## src/rtl/arb_client_if.sv

```systemverilog
// Requester-side bundle between arb_client and its environment:
// local token pushes plus the req/gnt handshake toward the round-robin arbiter.
interface arb_client_if #(
  parameter int N = 4
) ();
  logic [N-1:0] push;
  logic [N-1:0] full;
  logic [N-1:0] req;
  logic [N-1:0] gnt;
  logic [N-1:0] own;
  logic [N-1:0] done;
  logic         err;

  modport master (
    input  push,
    input  gnt,
    output full,
    output req,
    output own,
    output done,
    output err
  );

  modport slave (
    output push,
    output gnt,
    input  full,
    input  req,
    input  own,
    input  done,
    input  err
  );
endinterface

```

## src/rtl/arb_client.sv

```systemverilog
// Requester front end: per-channel token counters, req generation, grant accept and a
// fixed-length ownership burst. Optional protocol checker enabled by ARB_CLIENT_CHK_EN.
module arb_client #(
  parameter int N     = 4,
  parameter int CW    = 4,
  parameter int BURST = 4
) (
  input  logic          clk,
  input  logic          rst,
  arb_client_if.master  bus
);

  localparam int            OW         = (N > 1) ? $clog2(N) : 1;
  localparam int            BW         = (BURST > 1) ? $clog2(BURST) : 1;
  localparam logic [CW-1:0] CNT_MAX    = {CW{1'b1}};
  localparam logic [CW-1:0] CNT_ZERO   = {CW{1'b0}};
  localparam logic [CW-1:0] CNT_ONE    = CW'(1);
  localparam logic [BW-1:0] BURST_LAST = BW'(BURST - 1);
  localparam logic [BW-1:0] BURST_ZERO = {BW{1'b0}};
  localparam logic [N-1:0]  VEC_ZERO   = {N{1'b0}};
  localparam logic [N-1:0]  VEC_ONE    = N'(1);

  typedef enum logic [0:0] {
    IDLE = 1'b0,
    OWN  = 1'b1
  } state_t;

  state_t        state;
  state_t        state_nxt;
  logic [OW-1:0] owner;
  logic [OW-1:0] owner_nxt;
  logic [BW-1:0] burst;
  logic [BW-1:0] burst_nxt;
  logic [CW-1:0] cnt     [N];
  logic [CW-1:0] cnt_nxt [N];

  logic [N-1:0]  pend;
  logic [N-1:0]  full;
  logic [N-1:0]  qual;
  logic [N-1:0]  inc;
  logic [N-1:0]  dec;
  logic [N-1:0]  req;
  logic [N-1:0]  own;
  logic [N-1:0]  done;
  logic          accept;
  logic [OW-1:0] sel;
  logic          err;

  // Counter status decodes and lowest-index grant selection.
  always_comb begin
    pend   = VEC_ZERO;
    full   = VEC_ZERO;
    accept = 1'b0;
    sel    = {OW{1'b0}};
    for (int i = 0; i < N; i++) begin
      pend[i] = (cnt[i] != CNT_ZERO);
      full[i] = (cnt[i] == CNT_MAX);
    end
    // Only grants matching our own request are qualifying; gnt is ignored in OWN.
    qual = (state == IDLE) ? (bus.gnt & pend) : VEC_ZERO;
    for (int i = N - 1; i >= 0; i--) begin
      accept = accept | qual[i];
      sel    = qual[i] ? OW'(i) : sel;
    end
  end

  // Next pending count per channel; a push into a full counter is always dropped.
  always_comb begin
    inc = VEC_ZERO;
    dec = VEC_ZERO;
    for (int i = 0; i < N; i++) begin
      inc[i] = bus.push[i] & ~full[i];
      dec[i] = accept & (sel == OW'(i));
      case ({inc[i], dec[i]})
        2'b10:   cnt_nxt[i] = cnt[i] + CNT_ONE;
        2'b01:   cnt_nxt[i] = cnt[i] - CNT_ONE;
        default: cnt_nxt[i] = cnt[i];
      endcase
    end
  end

  // Pending token counters.
  always_ff @(posedge clk or posedge rst) begin
    if (rst) begin
      for (int i = 0; i < N; i++) begin
        cnt[i] <= CNT_ZERO;
      end
    end else begin
      for (int i = 0; i < N; i++) begin
        cnt[i] <= cnt_nxt[i];
      end
    end
  end

  // FSM next state, owner/burst load and output decodes.
  always_comb begin
    state_nxt = state;
    owner_nxt = owner;
    burst_nxt = burst;
    req       = VEC_ZERO;
    own       = VEC_ZERO;
    done      = VEC_ZERO;
    case (state)
      IDLE: begin
        req = pend;
        if (accept) begin
          state_nxt = OWN;
          owner_nxt = sel;
          burst_nxt = BURST_LAST;
        end else begin
          state_nxt = IDLE;
        end
      end
      OWN: begin
        own = VEC_ONE << owner;
        if (burst == BURST_ZERO) begin
          done      = VEC_ONE << owner;
          state_nxt = IDLE;
        end else begin
          burst_nxt = burst - BW'(1);
        end
      end
      default: begin
        state_nxt = IDLE;
      end
    endcase
  end

  // FSM state, owner and burst registers.
  always_ff @(posedge clk or posedge rst) begin
    if (rst) begin
      state <= IDLE;
      owner <= {OW{1'b0}};
      burst <= BURST_ZERO;
    end else begin
      state <= state_nxt;
      owner <= owner_nxt;
      burst <= burst_nxt;
    end
  end

`ifdef ARB_CLIENT_CHK_EN
  logic gnt_bad;

  // Multi-hot grants, or grants to channels we are not requesting, are protocol errors.
  assign gnt_bad = (state == IDLE) &&
                   (((bus.gnt & (bus.gnt - VEC_ONE)) != VEC_ZERO) ||
                    ((bus.gnt & ~req) != VEC_ZERO));

  // Sticky error flag, cleared only by reset.
  always_ff @(posedge clk or posedge rst) begin
    if (rst) begin
      err <= 1'b0;
    end else if (gnt_bad) begin
      err <= 1'b1;
    end else begin
      err <= err;
    end
  end
`else
  assign err = 1'b0;
`endif

  assign bus.full = full;
  assign bus.req  = req;
  assign bus.own  = own;
  assign bus.done = done;
  assign bus.err  = err;

endmodule
```

## src/flat_wrapper.sv

```systemverilog
// flat-port wrapper written by rule: the top's interface ports become plain ports
module arb_client_flat 
#(
  parameter int N     = 4,
  parameter int CW    = 4,
  parameter int BURST = 4
)
  (clk, rst, bus_push, bus_gnt, bus_full, bus_req, bus_own, bus_done, bus_err);
  arb_client_if #(.N(N)) bus_i ();
  input  logic clk;
  input  logic rst;
  input wire logic [$bits(bus_i.push)-1:0] bus_push;
  input wire logic [$bits(bus_i.gnt)-1:0] bus_gnt;
  output wire logic [$bits(bus_i.full)-1:0] bus_full;
  output wire logic [$bits(bus_i.req)-1:0] bus_req;
  output wire logic [$bits(bus_i.own)-1:0] bus_own;
  output wire logic [$bits(bus_i.done)-1:0] bus_done;
  output wire logic [$bits(bus_i.err)-1:0] bus_err;
  assign bus_i.push = bus_push;
  assign bus_i.gnt = bus_gnt;
  assign bus_full = bus_i.full;
  assign bus_req = bus_i.req;
  assign bus_own = bus_i.own;
  assign bus_done = bus_i.done;
  assign bus_err = bus_i.err;
  arb_client #(.N(N), .CW(CW), .BURST(BURST)) u_core (.clk(clk), .rst(rst), .bus(bus_i));
endmodule
```

## config.mk

```make
export PLATFORM = sky130hd
export DESIGN_NAME = arb_client_flat
export DESIGN_NICKNAME = d
export VERILOG_FILES = /design/src/rtl/arb_client_if.sv /design/src/rtl/arb_client.sv /design/src/flat_wrapper.sv
export SDC_FILE = /design/constraint.sdc
export NUM_CORES = 1
export LEC_CHECK = 0
export ABC_AREA = 1
export ABC_CLOCK_PERIOD_IN_PS = 5600
export CAP_MARGIN = 15
export CORE_ASPECT_RATIO = 1.1
export CORE_MARGIN = 2
export CORE_UTILIZATION = 30
export DETAILED_ROUTE_END_ITERATION = 12
export PLACE_DENSITY_LB_ADDON = 0.25
export SYNTH_ARGS = -nofsm -noshare
export SYNTH_HDL_FRONTEND = slang
export SYNTH_SLANG_ARGS = --single-unit
```

## constraint.sdc

```tcl
create_clock -name clk -period 5.6 [get_ports clk]
set_input_delay 1.4 -clock clk [delete_from_list [all_inputs] [get_ports clk]]
set_output_delay 1.4 -clock clk [all_outputs]
set_load 0.01 [all_outputs]
```

# Word level (Yosys, flattened, before mapping)
# Cells that the tools add are included.
[totals]
ff_bits = 21
latch_bits = 0
ram_bits = 0
romBits = 0
input_bits = 10
mem_count = 0
[classes]
n_addsub = 9
n_mul = 0
div_mod_pow = 0
order_cmp = 0
eq_ne = 17
n_shift = 1
mux = 19
n_bitwise = 17
n_reduce_logical = 12
[ops]
columns = ["cell", "count"]
rows = [
  ["$pmux W4 S2", 4],
  ["$mux W4", 5],
  ["$add A4 B1 Y4 const B", 4],
  ["$eq A4 B4 Y1 const B", 4],
  ["$reduce_bool A4 Y1", 4],
  ["$sub A4 B1 Y4 const B", 4],
  ["$eq A2 B2 Y1 const B", 6],
  ["$mux W2", 6],
  ["$eq A2 B1 Y1 const B", 5],
  ["$and A1 B1 Y1", 8],
  ["$reduce_bool A2 Y1", 4],
  ["$not A1 Y1", 5],
  ["$and A4 B4 Y4", 1],
  ["$logic_not A2 Y1", 2],
  ["$pmux W2 S2", 1],
  ["$reduce_and A2 Y1", 2],
  ["$shl A1 B2 Y4 const A", 1],
  ["$or A1 B1 Y1", 3],
  ["$mux W1", 2],
  ["$ne A2 B1 Y1 const B", 1],
  ["$ne A2 B2 Y1 const B", 1],
  ["$pmux W1 S2", 1],
  ["$sub A2 B1 Y2 const B", 1],
]

# Depth between registers and ports, before layout
# Gate-level depths: netlist (run 1).
[depth]
word_depth = 11
depth_mapped = 13
ltp_nobuf = 13

# Worst setup path before layout (run 1)
# Ideal clock, no wire load.
[synth_path]
path_type = "input port to flip-flop"
startpoint = "in bus_gnt[2]"
endpoint = "reg u_core.cnt[3] in the netlist's numbering"
setup_ps = 116
t_arrival_ps = 2685
slack_ps = 2798
stages = 10
path_buffers = 0
cell_sequence = "nand3_1 > nand2_1 > nor2_1 > ha_1 > ha_1 > a21oi_1 > nand2_1 > xnor2_1 > nand2_1 > nand2_1"
[synth_between]
elab_chain_cells = 9
[synth_rtl]
columns = ["item", "line", "text"]
rows = [
  ["from (decl)", "flat_wrapper.sv:13", "input wire logic [$bits(bus_i.gnt)-1:0] bus_gnt;"],
  ["$and A4 B4 Y4 (*)", "arb_client.sv:60", "qual = (state == IDLE) ? (bus.gnt & pend) : VEC_ZERO;"],
  ["$mux W4 (*)", "arb_client.sv:60", ""],
  ["$mux W2 (3 in a row)", "arb_client.sv:63", "sel = qual[i] ? OW'(i) : sel;"],
  ["$eq A2 B2 Y1", "arb_client.sv:73", "dec[i] = accept & (sel == OW'(i));"],
  ["$and A1 B1 Y1 (*)", "arb_client.sv:73", ""],
  ["$eq A2 B1 Y1 / $eq A2 B2 Y1 (equally long branches)", "arb_client.sv:74", "case ({inc[i], dec[i]})"],
  ["$pmux W4 S2 / $reduce_bool A2 Y1 (equally long branches)", "n/a", ""],
  ["to (signal, indexed assignment)", "arb_client.sv:90", "cnt[i] <= cnt_nxt[i];"],
  ["to (decl)", "arb_client.sv:34", "logic [CW-1:0] cnt [N];"],
]
# Mark *: on every way between the ends. The rest lies on a longest branch, timed or not.
# A chain may end at the register's enable or synchronous reset.

# Worst setup path after layout (run 1)
[layout_path]
startpoint = "reg u_core.burst[0]"
endpoint = "out bus_done[2]"
[layout_between]
elab_chain_cells = 3
[layout_rtl]
columns = ["item", "line", "text"]
rows = [
  ["from (decl)", "arb_client.sv:32", "logic [BW-1:0] burst;"],
  ["from (signal assigned)", "arb_client.sv:138", "burst <= burst_nxt;"],
  ["$logic_not A2 Y1", "arb_client.sv:116", "if (burst == BURST_ZERO) begin"],
  ["$mux W4", "arb_client.sv:116", ""],
  ["$mux W4", "arb_client.sv:103", "case (state)"],
  ["to (decl)", "flat_wrapper.sv:17", "output wire logic [$bits(bus_i.done)-1:0] bus_done;"],
]
# Every way passes these cells.

==> metrics.csv, run 1 <==
metric,value,unit
clock_skew,0.00527,ns
p_clk_share,10.9,%
holdBufCountCts,0,
cts_tree,done,
cp-end-kind,output pin,
grt_pass1_wl,5.34,mm
start_util,30.8,%
io_buffer_count,25,
post-synth-top-area-fraction,34.6,%
r2r-end,u_core.cnt[3],
drt-pass1-iter-count,4,
r2r_cells,11,
yosys.area_share.simple,24.3,%
final_cell_mix,"nand2_1, inv_1, clkdlybuf4s50_1, dfrtp_1, ha_1",
crit_path_start_kind,flip-flop,
crit_fanout,6,
power.density,500,nW/um2
drtIter0Drc,54,
hold_violations,0,
synth_xor_xnor_area_share,9.22,%
cts_setup_buffers,0,
dp_hpwl,2.37,mm
worstHoldPathCells,2,
die_x,71.9,um
whs_endpoint,u_core.burst[1],
synth_warnings,0,
p_seq_share,33.8,%
pwr-share-comb,55.3,%
hold_class,reg -> reg,
vias_per_cell,4.52,
rrSetupSlack,3.31,ns
wl_per_cell,11.1,um
crit_type,reg -> out,
max_freq,0.315,GHz
yosysUniqueCellTypes,24,
slew_headroom,44.9,%
synthMuxAreaShare,0,%
area_growth_syn_to_layout,23.0,%
n_antenna_cell,0,
clk_latency,0.26,ns
finalSetupViolations,0,
max_cap_violations,0,
cts.path.max_buffers,2,
core-area,4930,um2
ctsRootBufferMaster,clkbuf_8,
drive_gt1_share,4.69,%
run_status,finished clean,
grt_overflow_total,0,
synth-compound-area-share,7.33,%
routed_wirelength,3.02,mm
synth_area,1520,um2
syn_avg_cell_area,8.17,um2
fin_crit_sh,56.7,%
grt_max_degree,22,
arrival,1.77,ns
peakVddDrop,0.147,mV
layout_commonest_cell,nand2_1,
r2r-start,u_core.state,
synth.net_count,213,
post-synth-top-area-cell,dfrtp_1,
synth_top_family_by_area,simple AND/OR/NAND/NOR gates,
fin_nets,241,
cts_resized,0,
power.leakage,0.892,nW
p_int,0.517,mW
cp.required,4.20,ns
synth-seq-cells,21,
gp_congestion,0.789,
fin_tns_setup,0,ns
dieArea,5650,um2
cts_sinks,21,
syn_inst,186,
grt.total_usage,11.8,%
antenna_found_initial,0,
synth_adder_area_share,16.0,%
grt_pass1_vias,1180,
drc,0,
fin_crit,3.17,ns
core.rowCount,27,
h-tree-depth,1,
rsz0062_at_grt,no,
whs,0.500,ns
synth_area_leaders,"dfrtp_1, ha_1, nand2_1",
worst_slew_pin_slew,0.826,ns
cts_buffers,3,
vias,1224,
ios,27,
min_from,u_core.burst[1],
ys_seq_area_share,34.6,%
swShare,44.7,%
die_h,78.7,um
p_sw,0.418,mW
ant_nets,0,
drv_slew,0,
clk_pin_slew,0.07,ns
## layer usage
metal  wire (um)  track usage [%]  up-vias
met3         122             1.54        5
met2        1330             18.3       22
met4          66             5.09        0
met5           0                0        -
met1        1500             16.4      542
li1            -                -      655
## worst max-delay path: stages, from the launching register on
cell and delay (ns):
dfrtp_1 0.38, inv_1 0.08, ha_1 0.15, inv_1 0.09, nor4_1 0.22, clkdlybuf4s50_1 0.59
## sequential cells by signal, summed over array words and instances, names as in the netlist
name,cells
u_core.owner,2
u_core.state,1
u_core.cnt,16
u_core.burst,2
## kinds of logic after synthesis
| logic type | count (synthesis) |
|---|---|
| AOI/OAI and AO/OA | 20 |
| DFF | 21 |
| other | 1 |
| xor gates and xnor gates | 16 |
| adders and majority gates | 17 |
| and+or+nand+nor | 80 |
| buffers and inverters | 31 |
## per-stage QoR
| stage | area [um2] | util (%) | cells | power [mW] | setup slack (ns) |
|---|---|---|---|---|---|
| finish | 1870 | 37.9 | 271 | 0.935 | 2.43 |
| global route | 1870 | 37.9 | 271 | 1.04 | 2.26 |
| CTS | 1870 | 37.9 | 271 | 0.951 | 2.40 |
| detailed placement | 1820 | 37.0 | 267 | 0.843 | 2.16 |
| global placement | 1820 | 37.0 | 267 | 0.832 | 2.14 |
| floorplan | 1520 | - | 186 | 0.686 | 2.80 |
## power groups by stage
stage / Clock [mW] / Combinational (mW) / Sequential (mW)
floorplan: 0 / 0.392 / 0.294
global placement: 0 / 0.510 / 0.322
detailed placement: 0 / 0.522 / 0.321
CTS: 0.106 / 0.527 / 0.318
global route: 0.112 / 0.600 / 0.332
finish: 0.102 / 0.517 / 0.316
## synth_stat cells (all sizes together)
master,n
nor4,4
xnor2,12
buf,2
conb,1
nor3,8
nor2,12
a21oi,7
a31oi,1
xor2,4
or2,1
o31ai,4
ha,13
o21ai,8
nand2,44
dfrtp,21
inv,29
nand3,11
fa,4
## cell type report
type                            instances  area [um2]
Clock buffer                            4        45.0
Sequential cell                        21         526
Multi-Input combinational cell        134         867
Inverter                               29         109
Tap cell                               58        72.6
Timing Repair Buffer                   25         250
Fill cell                             521        3060
## how the worst max path moves through the flow
stage / to / slack, ns / start
after global placement: u_core.cnt[2] / 2.14 / bus_gnt[3]
after floorplan: u_core.cnt[3] / 2.80 / bus_gnt[2]
after global routing: u_core.cnt[2] / 2.26 / bus_gnt[3]
after CTS: bus_done[2] / 2.40 / u_core.state
after detailed placement: u_core.cnt[3] / 2.16 / bus_gnt[2]
final: bus_done[2] / 2.43 / u_core.burst[0]
Note: power is estimated with default switching activity, not from simulation.
==> inputs of run 2 (changes only) <==
- ABC_CLOCK_PERIOD_IN_PS: 5600 -> 2700
- clock period: 5.6 -> 2.7 ns (I/O delays scaled with it)
==> run 2 against run 1 <==
Routed wire length down 0.43%. Clock power up 110%. Highest routed layer unchanged. Critical path depth down 2. Die area unchanged. Flip-flop and latch count unchanged. Via count up 2.5%.
==> metrics.csv, run 2 (synthesis gave the netlist of run 1 again) <==
metric,value,unit,change
run_status,finished clean,,unchanged
dp_hpwl,2.42,mm,was 2.37 mm
cts_setup_buffers,0,,unchanged
crit_path_start_kind,flip-flop,,unchanged
wl_per_cell,11.0,um,was 11.1 um
io_buffer_count,25,,unchanged
vias_per_cell,4.58,,was 4.52
grt_max_degree,22,,unchanged
power.leakage,0.909,nW,was 0.892 nW
antenna_found_initial,0,,unchanged
grt_pass1_wl,5.32,mm,was 5.34 mm
vias,1255,,was 1224
max_cap_violations,0,,unchanged
cp.required,2.03,ns,was 4.20 ns
finalSetupViolations,0,,unchanged
r2r-start,u_core.state,,unchanged
ant_nets,0,,unchanged
drv_slew,0,,unchanged
drtIter0Drc,39,,was 54
largest_registers,"u_core.cnt x16, u_core.burst x2, u_core.owner x2",,unchanged
clk_pin_slew,0.08,ns,was 0.07 ns
core.rowCount,27,,unchanged
core-area,4930,um2,unchanged
gp_congestion,0.811,,was 0.789
setup_slack,0.277,ns,was 2.43 ns
power.density,1030,nW/um2,was 500 nW/um2
regMostFlops,u_core.cnt,,unchanged
worstHoldPathCells,2,,unchanged
routed_wirelength,3.00,mm,was 3.02 mm
cts.path.max_buffers,2,,unchanged
crit_start,u_core.state,,was u_core.burst[0]
crit_type,reg -> out,,unchanged
cp-end-kind,output pin,,unchanged
fin_tns_setup,0,ns,unchanged
cts_buffers,3,,unchanged
drc,0,,unchanged
n_antenna_cell,0,,unchanged
final_cell_mix,"nand2_1, inv_1, clkdlybuf4s50_1, dfrtp_1, ha_1",,unchanged
ios,27,,unchanged
drt-pass1-iter-count,4,,unchanged
holdBufCountCts,0,,unchanged
h-tree-depth,1,,unchanged
grt.total_usage,11.8,%,about the same
fin_nets,244,,was 241
grt_overflow_total,0,,unchanged
die_x,71.9,um,unchanged
place_ws,0.0241,ns,was 2.16 ns
fin_crit_sh,89.8,%,
clock_skew,0.00264,ns,was 0.00527 ns
cts_sinks,21,,unchanged
rsz0062_at_grt,no,,unchanged
cts_resized,0,,unchanged
dieArea,5650,um2,unchanged
fin_crit,2.42,ns,
die_h,78.7,um,unchanged
start_util,30.8,%,unchanged
arrival,1.75,ns,was 1.77 ns
layout_commonest_cell,nand2_1,,unchanged
drive_gt1_share,6.48,%,was 4.69%
r2r_cells,11,,unchanged
hold_violations,0,,unchanged
peakVddDrop,0.266,mV,was 0.147 mV
area_growth_syn_to_layout,24.5,%,was 23.0%
largest_reg_flops,16,,unchanged
clk_latency,0.26,ns,about the same
ctsRootBufferMaster,clkbuf_8,,unchanged
grt_pass1_vias,1180,,unchanged
cts_tree,done,,unchanged
crit_fanout,13,,was 6
min_from,u_core.burst[1],,unchanged
hold_class,reg -> reg,,unchanged
max_freq,0.413,GHz,
==> run 2: critical path, cell delays in order (launching register included) <==
cell and delay [ns]:
dfrtp_1 0.48, inv_2 0.17, nor4_1 0.26, clkdlybuf4s50_1 0.58
==> run 2: path summary, 6_finish.rpt <==
path                                   endpoint  slack [ns]
worst min register to register  u_core.burst[1]        0.50
worst max-delay path                bus_done[2]        0.28
min in group asynchronous        u_core.cnt[14]        0.74
max in group asynchronous       u_core.owner[1]        1.74
worst max register to register    u_core.cnt[3]        0.47
worst min-delay path            u_core.burst[1]        0.50
==> run 2: layout make-up <==
cell class	instances	area (um2)
timing repair buffer	28	273
sequential	21	526
clock inverter	1	5.00
multi-input combinational	134	867
clock buffer	3	41.3
fill	515	3040
tap	58	72.6
inverter	29	109
==> run 2: routing by layer <==
layer | wire length [um] | GRT usage, % | vias up | share of wire, %
met5 | 0 | 0 | - | 0
met4 | 44 | 4.53 | 0 | 1.5
met3 | 82 | 1.54 | 4 | 2.7
met2 | 1390 | 19.1 | 21 | 46
met1 | 1490 | 16.0 | 578 | 50
li1 | - | - | 652 | -
==> run 2: metrics by stage <==
stage / total power, mW / cells / instance area (um2) / hold WS [ns] / util, %
final: 1.95 / 274 / 1890 / 0.500 / 38.4
after global routing: 2.17 / 274 / 1890 / 0.550 / 38.4
after CTS: 1.98 / 274 / 1890 / 0.507 / 38.4
after detailed placement: 1.76 / 270 / 1850 / 0.485 / 37.4
after global placement: 1.74 / 270 / 1850 / 0.482 / 37.4
after floorplan: 1.42 / 186 / 1520 / 0.465 / -
==> run 2: power by group <==
part | switching (mW) | total (mW) | leakage (nW) | internal [mW]
Combinational | 0.569 | 1.07 | 0.631 | 0.504
Sequential | 0.190 | 0.662 | 0.253 | 0.472
Clock | 0.109 | 0.211 | 0.0255 | 0.103
Total | 0.868 | 1.95 | 0.909 | 1.08
==> inputs of run 3 (changes only) <==
- REMOVE_ABC_BUFFERS: unset -> 1
==> run 3 against run 2 <==
Clock skew about the same. Non-clock buffer count is the same. Critical endpoint unchanged. Worst setup slack worse by 0.039 ns.
==> metrics.csv, run 3 (synthesis gave the netlist of run 1 again) <==
metric,value,unit,change
fin_nets,244,,unchanged
core-area,4930,um2,unchanged
dp_hpwl,2.40,mm,was 2.42 mm
grt_max_degree,22,,unchanged
die_h,78.7,um,unchanged
drt-pass1-iter-count,4,,unchanged
run_status,finished clean,,unchanged
drtIter0Drc,23,,was 39
drv_slew,0,,unchanged
max_cap_violations,0,,unchanged
clk_latency,0.25,ns,was 0.26 ns
grt.total_usage,11.5,%,was 11.8%
vias_per_cell,4.48,,was 4.58
final-seq-area,526,um2,unchanged
pwr-share-comb,55.5,%,was 55.1%
power.leakage,0.906,nW,was 0.909 nW
hold_violations,0,,unchanged
dieArea,5650,um2,unchanged
core.rowCount,27,,unchanged
setup_slack,0.238,ns,was 0.277 ns
layout_commonest_cell,nand2_1,,unchanged
n_antenna_cell,0,,unchanged
place_inst,270,,unchanged
grt_pass1_vias,1176,,was 1180
final_area,1890,um2,about the same
p_sw,0.870,mW,was 0.868 mW
ios,27,,unchanged
p_clk_share,10.8,%,was 10.9%
finalPower,1.95,mW,about the same
cts_setup_buffers,0,,unchanged
ctsRootBufferMaster,clkbuf_8,,unchanged
clk_pin_slew,0.08,ns,about the same
cts_buffers,3,,unchanged
grt_pass1_wl,5.21,mm,was 5.32 mm
r2r-start,u_core.state,,unchanged
place_ws,0.0420,ns,was 0.0241 ns
cts_tree,done,,unchanged
finalSetupViolations,0,,unchanged
nFillCells,511,,was 515
start_util,30.8,%,unchanged
power.density,1030,nW/um2,about the same
arrival,1.79,ns,was 1.75 ns
crit_path_start_kind,flip-flop,,unchanged
cts.path.max_buffers,2,,unchanged
hold_class,reg -> reg,,unchanged
antenna_found_initial,0,,unchanged
fin_util,38.4,%,about the same
highest_layer,met4,,unchanged
rrSetupSlack,0.44,ns,was 0.47 ns
drc,0,,unchanged
min_from,u_core.burst[1],,unchanged
cp-end-kind,output pin,,unchanged
swShare,44.6,%,about the same
regMostFlops,u_core.cnt,,unchanged
wl_per_cell,11.1,um,was 11.0 um
cts_resized,0,,unchanged
clock_skew,0.00248,ns,was 0.00264 ns
routed_wirelength,3.06,mm,was 3.00 mm
holdBufCountCts,0,,unchanged
post_dp_cell_area,1850,um2,unchanged
largest_registers,"u_core.cnt x16, u_core.burst x2, u_core.owner x2",,unchanged
fin_crit_sh,91.2,%,was 89.8%
peakVddDrop,0.409,mV,was 0.266 mV
largest_reg_flops,16,,unchanged
max_freq,0.406,GHz,was 0.413 GHz
ant_nets,0,,unchanged
cp.required,2.03,ns,about the same
crit_start,u_core.state,,unchanged
cts_sinks,21,,unchanged
p_seq_share,33.8,%,was 34.0%
fin_tns_setup,0,ns,unchanged
h-tree-depth,1,,unchanged
vias,1228,,was 1255
final_cell_mix,"nand2_1, inv_1, clkdlybuf4s50_1, dfrtp_1, ha_1",,unchanged
rsz0062_at_grt,no,,unchanged
dr_wl_met3,134,um,was 82 um
drive_gt1_share,6.02,%,was 6.48%
crit_type,reg -> out,,unchanged
die_x,71.9,um,unchanged
fin_cells,274,,unchanged
area_growth_syn_to_layout,24.4,%,was 24.5%
io_buffer_count,25,,unchanged
grt_overflow_total,0,,unchanged
wl_met1,1.46,mm,was 1.49 mm
multi_input_area,867,um2,unchanged
whs,0.501,ns,was 0.500 ns
gp_congestion,0.729,,was 0.811
fin_crit,2.46,ns,was 2.42 ns
p_int,1.08,mW,about the same
routed-wl-met2,1.44,mm,was 1.39 mm
crit_fanout,13,,unchanged
[run 3: layout make-up]
type,count,area share (%)
flip-flops and latches,21,27.8
clock buffers,4,2.38
multi-input cells,134,45.8
well taps,58,3.84
repair buffers,28,14.4
inverters,29,5.75
[run 3: path summary, 6_finish.rpt]
check	to	cells after the start
setup / recovery	bus_done[2]	3
hold / removal	u_core.burst[1]	2
setup reg to reg	u_core.cnt[3]	11
hold reg to reg	u_core.burst[1]	2
max in group asynchronous	u_core.cnt[1]	3
min in group asynchronous	u_core.cnt[10]	3
[run 3: routing by layer]
layer  vias to the layer above  GRT usage, %
li1                        657             -
met1                       552          15.7
met2                        17          18.9
met3                         2          2.44
met4                         0          2.26
met5                         -             0
[run 3: power groups by stage]
stage,Sequential [mW],Clock (mW),Combinational (mW)
floorplan,0.610,0,0.799
finish,0.659,0.210,1.08
CTS,0.662,0.217,1.10
global route,0.684,0.230,1.26
detailed placement,0.664,0,1.10
global placement,0.669,0,1.08
[run 3: worst max-delay path, stage by stage (launching register included)]
cell             delay [ns]
dfrtp_1                0.50
inv_2                  0.19
nor4_1                 0.26
clkdlybuf4s50_1        0.58
==> RTL edit 1: new RTL, config.mk and constraints of run 2 <==
Add a define of `ARB_CLIENT_CHK_EN`.
--- a/src/rtl/arb_client.sv
+++ b/src/rtl/arb_client.sv
@@ -2,2 +2,4 @@
 // fixed-length ownership burst. Optional protocol checker enabled by ARB_CLIENT_CHK_EN.
+`define ARB_CLIENT_CHK_EN
+
 module arb_client #(
Function: changed (a bounded check fails within 4 cycles, from zero or initial values and one cycle with rst high).
==> RTL edit 1 against run 2 <==
Synthesized cell count is 16% higher; cell count is 22% higher; die area is 12% higher; cell area is 18% higher; routed wire length is 10% higher; clock power is 49% higher; worst setup slack worse by 0.037 ns; maximum frequency is 1.5% lower; clock skew is 0.0010 ns higher; non-clock buffer count is 14 higher; power is 12% higher; sequential cell count is 1 higher; area after synthesis is 13% higher; critical endpoint is now u_core.cnt[3]$_DFFE_PP0P_; highest routed layer unchanged.
==> RTL edit 1: results (changes against run 2) <==
[status]
outcome=finished clean

[grt]
grt_pass1_wl_um=5810  ; +9.2%
antenna_found_initial=0  ; unchanged
grt_start_max_net_pins=23  ; +4.5%
first_global_vias=1310  ; +11%
grt_use_total_pct=11.1  ; -0.73 points

[power]
power.leakage_nw=1.13  ; +24%
vdd.ir_drop.worst_uv=331  ; +24%

[detailed_routing]
detailed_router_s_first_iteration_violation_count=44  ; +13%
drt-pass1-iter-count=4  ; unchanged
wire_per_inst_um=9.89  ; -9.8%
num_vias=1451  ; +16%

[placement]
detailedPlace.worstSlack_ns=-0.133  ; -0.157 ns
place.detailed.instances=331  ; +23%
finalWeightedCongestion=0.826  ; +1.9%
placement.cell_area_mm2=0.00217  ; +17%
dpl.hpwl_um=2670  ; +10%
count_of_input_and_output_buffers=26  ; +4.0%

[yosys]
sequential_to_total_area_share_from_yosys_stat_pct=32.1  ; -2.5 points
netlist_top_cells_area=sky130_fd_sc_hd__dfrtp_1 32%, sky130_fd_sc_hd__nand2_1 11%, sky130_fd_sc_hd__inv_1 9.6%, sky130_fd_sc_hd__ha_1 9.5%, sky130_fd_sc_hd__fa_1 4.7%
yosys-top-cells-count=51 x sky130_fd_sc_hd__nand2_1, 44 x sky130_fd_sc_hd__inv_1, 22 x sky130_fd_sc_hd__dfrtp_1
number_of_synthesis_warnings=0  ; unchanged
cell_taking_the_most_area_after_synthesis=sky130_fd_sc_hd__dfrtp_1
postSynth.asyncResetShare_pct=100  ; unchanged
synthesis.nets=243  ; +14%
post_synth_num_cell_types=29  ; +21%
synth_cells=216  ; +16%

[cells_and_area]
reg_top3=u_core.cnt x16, u_core.burst x2, u_core.owner x2
post_layout_nonfiller_instances=335  ; +22%
antenna_cells=0  ; unchanged
final_layout_size_suffix_gt1_share_pct=14.2  ; +7.7 points
net_count_reported_at_finish=288  ; +18%

[critical_path]
critical_path.max_fanout=4  ; -9
setup_slack_reg_to_reg_ns=0.40  ; -0.07 ns
reg2reg_from=u_core.state$_DFF_PP0_
r2r_cells=14  ; +3
critical_path.reg2reg.endpoint=u_core.cnt[3]$_DFFE_PP0P_
worst_ep_arrival_time_ns=2.62  ; +0.87 ns

[min_path]
min_delay_path_depth=2  ; unchanged
min-delay-start=u_core.bus.err$_DFFE_PP0P_
holdPathEnd=u_core.bus.err$_DFFE_PP0P_

[cts]
clk-insertion-delay-late_ns=0.27
number_of_buffers_inserted_during_clock_tree_synthesis=3  ; unchanged
h_tree_levels=1  ; unchanged
clock_tree.root_cell=sky130_fd_sc_hd__clkbuf_8
cts_setup_buffers=0  ; unchanged

[sta]
timing.max_slew.rel_slack_pct=75.8
hold-worst-slack_ns=0.465  ; -0.0351 ns
clock-skew-final_ns=0.00366  ; +0.00102 ns

## RTL edit 1: changes by cell type in the layout (fill, tap and decap cells not counted), sizes merged, moves of 4 or more
cell           run 2  this run
buf                3        16
a21oi              7         0
o21ai              8        17
inv               29        45
xnor2             12         8
nand2             44        56
nand3b             0         4
## RTL edit 1: cell families after synthesis
logic type,after synthesis,share of synthesized area [%]
AO/OA/AOI/OAI,23,8.39
XOR/XNOR,12,6.13
adder cells (fa/ha/maj),17,14.2
buffers and inverters,47,11.2
flip-flops,22,32.1
AND/OR/NAND/NOR,95,28.0
## RTL edit 1: worst max-delay path by stage
stage / startpoint / slack, ns / to
global placement: bus_gnt[1] / -0.07 / u_core.cnt[3]$_DFFE_PP0P_
finish: bus_gnt[1] / 0.24 / u_core.cnt[3]$_DFFE_PP0P_
floorplan: bus_gnt[1] / 0.51 / u_core.cnt[3]$_DFFE_PP0P_
detailed placement: bus_gnt[1] / -0.13 / u_core.cnt[3]$_DFFE_PP0P_
CTS: bus_gnt[1] / 0.16 / u_core.cnt[3]$_DFFE_PP0P_
global route: bus_gnt[1] / 0.03 / u_core.cnt[3]$_DFFE_PP0P_
## RTL edit 1: timing repair
| item | in CTS | in global routing |
|---|---|---|
| hold buffers | 0 | 0 |
| endpoints found under the hold margin | 0 | 0 |
| setup endpoints to repair | 0 | 1 |
| gates resized for setup | 0 | 1 |
## RTL edit 1: report_power, final
group | total [W] | internal (W) | switching [W] | leakage (nW)
logic | 0.00121 | 0.000567 | 0.000641 | 0.831
clock network | 0.000315 | 0.000198 | 0.000116 | 0.0357
registers | 0.000651 | 0.000486 | 0.000165 | 0.262
## RTL edit 1: critical path, stage by stage
cell                              delay, ns
sky130_fd_sc_hd__clkdlybuf4s50_1       0.52
sky130_fd_sc_hd__nand3_2               0.16
sky130_fd_sc_hd__a21boi_4              0.19
sky130_fd_sc_hd__nor3_2                0.11
sky130_fd_sc_hd__ha_1                  0.21
sky130_fd_sc_hd__ha_1                  0.24
sky130_fd_sc_hd__nand2_1               0.07
sky130_fd_sc_hd__inv_1                 0.04
sky130_fd_sc_hd__o21ai_1               0.15
sky130_fd_sc_hd__nand2_1               0.07
sky130_fd_sc_hd__nand2_1               0.05
sky130_fd_sc_hd__nand2_1               0.04
sky130_fd_sc_hd__nand2_1               0.04
sky130_fd_sc_hd__o21ai_0               0.07
## RTL edit 1: per-layer routing
layer	track usage [%]	vias to the layer above	wire length (um)
li1	-	774	-
met1	15.3	653	1670
met2	17.9	20	1520
met3	1.74	4	80
met4	3.47	0	40
met5	0	-	0
## RTL edit 1: final cells by class
class / count / area, um2
clock buffer: 3 / 41.3
clock inverter: 1 / 30.0
fill: 581 / 3230
inverter: 45 / 169
multi-input combinational: 147 / 972
sequential: 22 / 551
tap: 75 / 93.8
timing repair buffer: 42 / 380
==> RTL edit 2: new RTL, settings of run 2 <==
Made on the original files. `BURST` is set to 4 in 2 places; all go to 2.
--- a/src/rtl/arb_client.sv
+++ b/src/rtl/arb_client.sv
@@ -5,3 +5,3 @@
   parameter int CW    = 4,
-  parameter int BURST = 4
+  parameter int BURST = 2
 ) (
--- a/src/flat_wrapper.sv
+++ b/src/flat_wrapper.sv
@@ -5,3 +5,3 @@
   parameter int CW    = 4,
-  parameter int BURST = 4
+  parameter int BURST = 2
 )
Check against the original RTL: not equivalent (a bounded check fails within 4 cycles, from zero or initial values and one cycle with rst high).
==> RTL edit 2 against run 2 <==
Count of clock-buffer cells in the layout unchanged; worst setup slack improved by 0.066 ns; routed wire length decreased by 6.5%; power is 2.9% higher; area after synthesis down 3.6%; sequential cell count decreased by 1; highest routed layer unchanged; cell area decreased by 3.8%; die area fell by 3.4%.
==> RTL edit 2: results (changes against run 2) <==
[detailed_routing]
num_vias=1169  ; -6.9%
wirelength_met1_um=1380  ; -7.4%
routed_wl_um=2810  ; -6.5%
detailroute.wirelength.met3_um=70  ; -15%
wire_per_inst_um=10.8  ; -1.1%
detailed_router_s_first_iteration_violation_count=88  ; +130%
met2WireLength_um=1320  ; -5.1%

[critical_path]
setup_slack_reg_to_reg_ns=0.51  ; +0.04 ns
critical_path.max_fanout=4  ; -9
r2r_cells=11  ; unchanged
critical_path.startpoint=bus_gnt[1]
max_stage_delay_ns=0.48  ; -0.10 ns
critical_path.endpoint=u_core.cnt[7]$_DFFE_PP0P_
worst_ep_arrival_time_ns=2.51  ; +0.76 ns

[yosys]
post_synth_num_cell_types=25  ; +4.2%
yosys-top-cells-count=38 x sky130_fd_sc_hd__nand2_1, 26 x sky130_fd_sc_hd__inv_1, 20 x sky130_fd_sc_hd__dfrtp_1
sequential_to_total_area_share_from_yosys_stat_pct=34.2  ; -0.41 points
synth_cells=176  ; -5.4%
synthesis.nets=202  ; -5.2%
netlist_top_cells_area=sky130_fd_sc_hd__dfrtp_1 34%, sky130_fd_sc_hd__ha_1 10%, sky130_fd_sc_hd__nand2_1 9.7%, sky130_fd_sc_hd__xnor2_1 7.2%, sky130_fd_sc_hd__inv_1 6.7%

[min_path]
min-delay-start=u_core.cnt[8]$_DFFE_PP0P_
min_delay_path_depth=1  ; -1
holdPathEnd=u_core.cnt[8]$_DFFE_PP0P_

[placement]
finalWeightedCongestion=0.772  ; -4.7%
place.detailed.instances=256  ; -5.2%
placement.cell_area_mm2=0.00178  ; -3.6%
detailedPlace.worstSlack_ns=0.0543  ; +0.0302 ns
dpl.hpwl_um=2220  ; -8.3%

[grt]
grt_start_max_net_pins=21  ; -4.5%
grt_pass1_wl_um=5080  ; -4.5%
global_route.usage.met2_pct=19.2  ; +0.077 points
gr-usage-met3_pct=0.788  ; -0.75 points
grt_use_total_pct=11.5  ; -0.32 points
grt_util_met1_pct=15.2  ; -0.72 points
first_global_vias=1136  ; -3.7%

[power]
power.leakage_nw=0.849  ; -6.7%
sw_pwr_w=0.000908  ; +4.6%
seqPwrFrac_pct=33.0  ; -1.0 points
finalPower_w=0.00200  ; +2.9%
portion_of_total_power_attributed_to_the_clock_network_pct=9.9  ; -1.0 points
vdd.ir_drop.worst_uv=339  ; +28%

[status]
outcome=finished clean

[cts]
number_of_buffers_inserted_during_clock_tree_synthesis=3  ; unchanged
h_tree_levels=1  ; unchanged

[cells_and_area]
final_layout_size_suffix_gt1_share_pct=8.37  ; +1.9 points
fillerInstances=513  ; -0.39%
antenna_cells=0  ; unchanged
reg_top3=u_core.cnt x16, u_core.owner x2
net_count_reported_at_finish=231  ; -5.3%

[sta]
hold-worst-slack_ns=0.543  ; +0.0431 ns
report.final.slew_viol_count=0  ; unchanged
clock-skew-final_ns=0.00222  ; -0.000424 ns
fin_crit_ns=2.36  ; -0.0661 ns

-- RTL edit 2: logic make-up after synthesis --
kind of cell               count (synthesis)  share of synthesized area, %
DFF                                       20                          34.2
adders and majority gates                 16                          15.7
and+or+nand+nor                           72                          24.3
xor gates and xnor gates                  16                          9.56
buffers and inverters                     29                          7.77
other                                      1                         0.256
AOI/OAI and AO/OA                         22                          8.28
-- RTL edit 2: critical path: cells and delay by family --
family | cells | cell delay, ns
xor+xnor | 1 | 0.12
simple gates | 6 | 0.49
buf+inv | 1 | 0.48
fa+ha+maj | 2 | 0.59
compound gates | 1 | 0.15
-- RTL edit 2: cell type report --
type | instances | area [um2] | area share, %
multi-input cells | 127 | 851 | 46.7
inverters | 27 | 101 | 5.56
clock buffers | 3 | 41.3 | 2.27
repair buffers | 26 | 258 | 14.1
well taps | 56 | 70.1 | 3.85
flip-flops and latches | 20 | 500 | 27.5
